File: src/rtl/input_debouncer.sv
// Debounces one raw input into a clean registered level using a settle-counter FSM.
// Define INPUT_DEBOUNCER_SYNC_EN to insert a two-flop synchronizer ahead of the FSM.
module input_debouncer #(
    parameter int unsigned SETTLE_CYCLES = 1000,
    parameter logic        RESET_LEVEL   = 1'b0
) (
    input  logic clk,
    input  logic reset_high,
    input  logic raw,
    output logic level,
    output logic settling,
    output logic glitch
);

    localparam int unsigned CW = (SETTLE_CYCLES > 1) ? $clog2(SETTLE_CYCLES) : 1;
    localparam logic [CW-1:0] COUNT_LAST = CW'(SETTLE_CYCLES - 1);

    typedef enum logic {
        ST_STABLE   = 1'b0,
        ST_SETTLING = 1'b1
    } state_t;

    logic sampled;

`ifdef INPUT_DEBOUNCER_SYNC_EN
    logic sync1_q;
    logic sync2_q;

    always_ff @(posedge clk or posedge reset_high) begin
        if (reset_high) begin
            sync1_q <= RESET_LEVEL;
            sync2_q <= RESET_LEVEL;
        end else begin
            sync1_q <= raw;
            sync2_q <= sync1_q;
        end
    end

    assign sampled = sync2_q;
`else
    assign sampled = raw;
`endif

    state_t          state_q, state_d;
    logic [CW-1:0]   count_q, count_d;
    logic            level_q, level_d;
    logic            glitch_q, glitch_d;

    // A one-bit input can only ever disagree in one direction, so SETTLING never restarts.
    always_comb begin
        state_d  = state_q;
        count_d  = count_q;
        level_d  = level_q;
        glitch_d = 1'b0;
        case (state_q)
            ST_STABLE: begin
                count_d = '0;
                if (sampled != level_q) begin
                    if (SETTLE_CYCLES == 1) begin
                        level_d = sampled;
                    end else begin
                        count_d = CW'(1);
                        state_d = ST_SETTLING;
                    end
                end
            end
            ST_SETTLING: begin
                if (sampled == level_q) begin
                    count_d  = '0;
                    glitch_d = 1'b1;
                    state_d  = ST_STABLE;
                end else if (count_q == COUNT_LAST) begin
                    level_d = sampled;
                    count_d = '0;
                    state_d = ST_STABLE;
                end else begin
                    count_d = count_q + CW'(1);
                end
            end
            default: begin
                count_d = '0;
                state_d = ST_STABLE;
            end
        endcase
    end

    always_ff @(posedge clk or posedge reset_high) begin
        if (reset_high) begin
            state_q  <= ST_STABLE;
            count_q  <= '0;
            level_q  <= RESET_LEVEL;
            glitch_q <= 1'b0;
        end else begin
            state_q  <= state_d;
            count_q  <= count_d;
            level_q  <= level_d;
            glitch_q <= glitch_d;
        end
    end

    assign level    = level_q;
    assign settling = (state_q == ST_SETTLING);
    assign glitch   = glitch_q;

endmodule
File: config.mk
export PLATFORM = sky130hd
export DESIGN_NAME = input_debouncer
export DESIGN_NICKNAME = d
export VERILOG_FILES = /design/src/rtl/input_debouncer.sv
export SDC_FILE = /design/constraint.sdc
export NUM_CORES = 1
export LEC_CHECK = 0
export BUFFER_PORTS_ARGS = -buffer_cell sky130_fd_sc_hd__clkbuf_2
export CAP_MARGIN = 20
export CORE_MARGIN = 8
export CORE_UTILIZATION = 45
export CTS_CLUSTER_SIZE = 40
export DETAILED_ROUTE_END_ITERATION = 7
export PLACE_DENSITY = 0.66
export RECOVER_POWER = 50
export SLEW_MARGIN = 20
export SYNTH_ARGS = -nofsm -noshare
export SYNTH_HDL_FRONTEND = slang
export SYNTH_SLANG_ARGS = --single-unit
File: constraint.sdc
create_clock -name clk -period 1.3 [get_ports clk]
set_input_delay 0.26 -clock clk [delete_from_list [all_inputs] [get_ports clk]]
set_output_delay 0.26 -clock clk [all_outputs]
set_load 0.005 [all_outputs]
# [Word-level counts from Yosys, hierarchy flattened]
# Cells that the tools add are included.
# Widths: inputs -> output; s select.
[totals] register_bits=13 latch_bits=0 mem_bits_rw=0 romBits=0 in_bits=3 output_inout_bits=3 wordCells=21 n_memories=0
[op_classes] addsub=1 mul=0 n_div=0 order_cmp=0 eq_ne=3 n_shift=0 n_mux=10 n_bitwise=2 n_reduce_logical=1
[ops] op="$mux 10" n=2
[ops] op="$pmux 10 s2" n=1
[ops] op="$add 10x1->10 const B" n=1
[ops] op="$eq 10x10->1 const B" n=1
[ops] op="$mux 1" n=6
[ops] op="$reduce_and 3->1" n=1
[ops] op="$not 1->1" n=2
[ops] op="$pmux 1 s2" n=1
[ops] op="$eq 1x1->1" n=1
[ops] op="$ne 1x1->1" n=1

# [Logic depth before layout (Yosys ltp)]
[logic_depth] ltp_word=4 ltp_mapped=5 depth_no_buf=5

# [Least setup slack after synthesis]
# Ideal clock, no wire load.
[synth_path] kind="reg-to-reg" from="reg count_q[0]" to="reg level_q, in the netlist level" setup_time_ns=0.125 arrival_ns=1.248 t_required_ns=1.175 slack_ns=-0.073 path_stages_with_launch=5 n_path_buf=0 period_less_slack_ns=1.373 path_cell_list="dfrtp_1 ha_1 and4bb_4 nand4_4 mux2_4"
[synth_via] elab_chain_len=2
[synth_lines] item="from (decl)" line_no="45" source="logic [CW-1:0] count_q, count_d;"
[synth_lines] item="from (signal assigned)" line_no="95" source="count_q <= count_d;"
[synth_lines] item="$eq 10x10->1" line_no="72" source="end else if (count_q == COUNT_LAST) begin"
[synth_lines] item="$reduce_and 3->1 (no line)"
[synth_lines] item="to (signal assigned)" line_no="96" source="level_q <= level_d;"
[synth_lines] item="to (decl)" line_no="46" source="logic level_q, level_d;"
# No other way between the ends.
# A chain may end at the register's enable or synchronous reset.

# [Worst setup path in the final report]
[layout_path] from="reg count_q[1]" to="reg level_q, in the netlist level"
# The elaborated chain is that of the path after synthesis.

==> run metrics <==
vias in the first global route=483; Peak VDD IR=778.4 µV; post-synthesis cell count=59; wire length on met2=573 µm; Clock Sinks=13; met3 WL=48 µm; total die area=2879 µm²; placed insts=84; DRC=0; register area share after synthesis=50.98%; Bufs on Longest Clock Path=2; I/O Pins=6; total CTS buffers=3; count of different cell masters after synthesis=24; Core ar.=1318 µm²; # rows=13; total grt overflow=0; Global Route Usage Sum=10.43%; met1 wire length=550 µm; Hold Crit Depth=2; Post-DP Area=721.9 µm²; outcome=complete, but fails checks; beginning of the worst hold path=raw; final wirelength=1.214 mm; Clk pin slew, worst setup/hold paths=0.08 ns; ANT cells=0; post-route cell area=808.3 µm²; r2r worst-path depth=4; DR pass1 iterations=4; final hold vios=0; clk_skew=0.002937 ns; post-route ant nets=0; Slew headroom=67.48%; Syn Nets=63; Final Core Density=61.35%; H-tree lvl count=1; worst reg-to-reg setup slack=-0.03 ns; worst min-delay path category=in -> reg; CP Capture Type=register; worst-skew pair later-pin latency=0.28 ns; Worst EP required=1.47 ns; per-cell routed wire length=12.91 µm; CTS tree=done; Critical Path AT=1.50 ns; CTS root buffer=clkbuf_4; top layer reached by signal wires=met4; first-pass GRT wire length=2.104 mm; RSZ-0062 raised after global routing=yes; via count=504; fmax=0.7532 GHz; Filler Cell Count=94; hpwl dp=860 µm; final setup fails=1; Area Growth Syn to Fin=26.67%; Die Y=53.66 µm; proportion of layout cells with a drive suffix above 1=32.91%; kind of launch point of the worst setup path=register; yosys warns=0; r2r startpoint=count_q[1]$_DFF_PP0_; die width=53.66 µm; Power Density=967.6 nW/µm²; GP Congestion=0.7506; Crit Path Class=reg -> reg; synthesized area per cell=10.82 µm²; failing checks=setup timing; IO Port Bufs=5; Netlist Area Pre-Place=638.1 µm²; largest net degree at the start of global routing=14; NumNets Final=84; Slew Viols, Final=0; minimum clock period=1.328 ns; Initial DRC Count=3; crit-path max FO=5; Worst Hold End=level$_DFFE_PP0P_; initial antenna violation count=0; worst flop-to-flop path endpoint=level$_DFFE_PP0P_; Place WS=-0.05582 ns; Final Power=0.7821 mW; Final period util=102.1%; initial core utilization=48.43%; fin cells=94; Max-Cap Viols=0; Yosys reg bits=13; Pleak=0.3737 nW; worst setup margin=-0.02774 ns; Vias/cell=5.362; Least-Margin Pin Slew=0.4873 ns
[state kept, by name (all words and copies together) (netlist names)]
register  flops
settling      1
level         1
count_q      10
glitch        1
[report_power, final]
group          switching, mW  internal [mW]  total [mW]
Combinational         0.0455         0.0462      0.0917
Clock                  0.137          0.119       0.256
Sequential            0.0139          0.420       0.434
Total                  0.196          0.586       0.782
[placed cells by master, fill, tap and decap left out, types with 2 or more instances in the layout]
cell type,netlist,final
dfrtp_1,13,13
buf_4,0,10
nand3_1,6,6
nor2_1,6,5
clkbuf_2,0,5
xnor2_1,4,4
a21oi_1,3,3
and3_1,3,3
clkbuf_4,0,3
nand2b_1,2,2
nand2_2,0,2
nor2b_1,2,2
inv_1,2,2
xor2_1,2,2
[worst max-delay path: stages (launching register included)]
cell and delay (ns):
dfrtp_1 0.36, ha_2 0.18, and4bb_4 0.28, nand4_4 0.09
mux2_4 0.31
[cells in the mapped netlist]
master	count	share of area, %
nor2_2	1	0.98
nand4_4	1	3.3
ha_1	1	2.0
and2_1	1	0.98
nand3_1	6	4.7
and3_1	3	2.9
inv_1	2	1.2
o221a_1	1	1.8
nor2b_1	2	2.0
dfrtp_1	13	51
nand4_1	1	0.98
nor3_1	1	0.78
a21o_1	1	1.2
xor2_1	2	2.7
o211ai_1	1	1.2
nand2b_1	2	2.0
and4_1	1	1.4
a21oi_1	3	2.4
nor2_1	6	3.5
mux2_4	1	2.4
a31oi_1	1	0.98
xnor2_1	4	5.5
and4bb_4	1	2.5
nand2_1	3	1.8
[worst max path at each step]
stage / from / end / slack [ns] / cells past startpoint
after global routing: count_q[1]$_DFF_PP0_ / count_q[8]$_DFF_PP0_ / -0.09 / 6
after floorplan: count_q[0]$_DFF_PP0_ / level$_DFFE_PP0P_ / -0.04 / 4
after detailed placement: count_q[0]$_DFF_PP0_ / level$_DFFE_PP0P_ / -0.06 / 4
final: count_q[1]$_DFF_PP0_ / level$_DFFE_PP0P_ / -0.03 / 4
after global placement: count_q[0]$_DFF_PP0_ / level$_DFFE_PP0P_ / -0.02 / 4
after CTS: count_q[1]$_DFF_PP0_ / level$_DFFE_PP0P_ / -0.03 / 4
[cells by family (layout without fill, tap and decap cells)]
logic type                 after synthesis  count (layout)  synth area share, %
muxes                                    1               1                2.352
buffers and inverters                    2              22                1.177
DFF                                     13              13                50.98
xor gates and xnor gates                 6               6                8.235
AOI/OAI and AO/OA                        7               7                7.452
adders and majority gates                1               1                1.960
and+or+nand+nor                         29              29                27.84
[area by class of cell]
| type | instances | area, µm² | share of cell area, % |
|---|---|---|---|
| flip-flops and latches | 13 | 325.3 | 40.25 |
| multi-input cells | 44 | 320.3 | 39.63 |
| repair buffers | 16 | 110.1 | 13.62 |
| clock buffers | 4 | 26.28 | 3.251 |
| well taps | 15 | 18.77 | 2.322 |
| inverters | 2 | 7.507 | 0.9288 |
[stage by stage]
stage	setup TNS (ns)	hold WS, ns
global placement	-0.02309	0.2824
detailed placement	-0.08024	0.2936
CTS	-0.02959	0.2331
finish	-0.02774	0.2377
global route	-0.4611	0.2350
floorplan	-0.03529	0.1370
[what timing repair did]
action | 4_1_cts | 5_1_grt
hold buffers | 1 | 0
buffers inserted | 2 | 3
gates resized for setup | 0 | 4
endpoints found under the setup margin | 6 | 9
hold endpoints to repair | 13 | 0
pin swaps | 2 | 4
[routing by layer]
layer,vias to the layer above,global-route usage [%]
met5,-,0
met4,0,8.824
met3,5,3.306
met2,14,15.23
met1,236,12.14
li1,249,-
(Power assumes the default switching activity.)
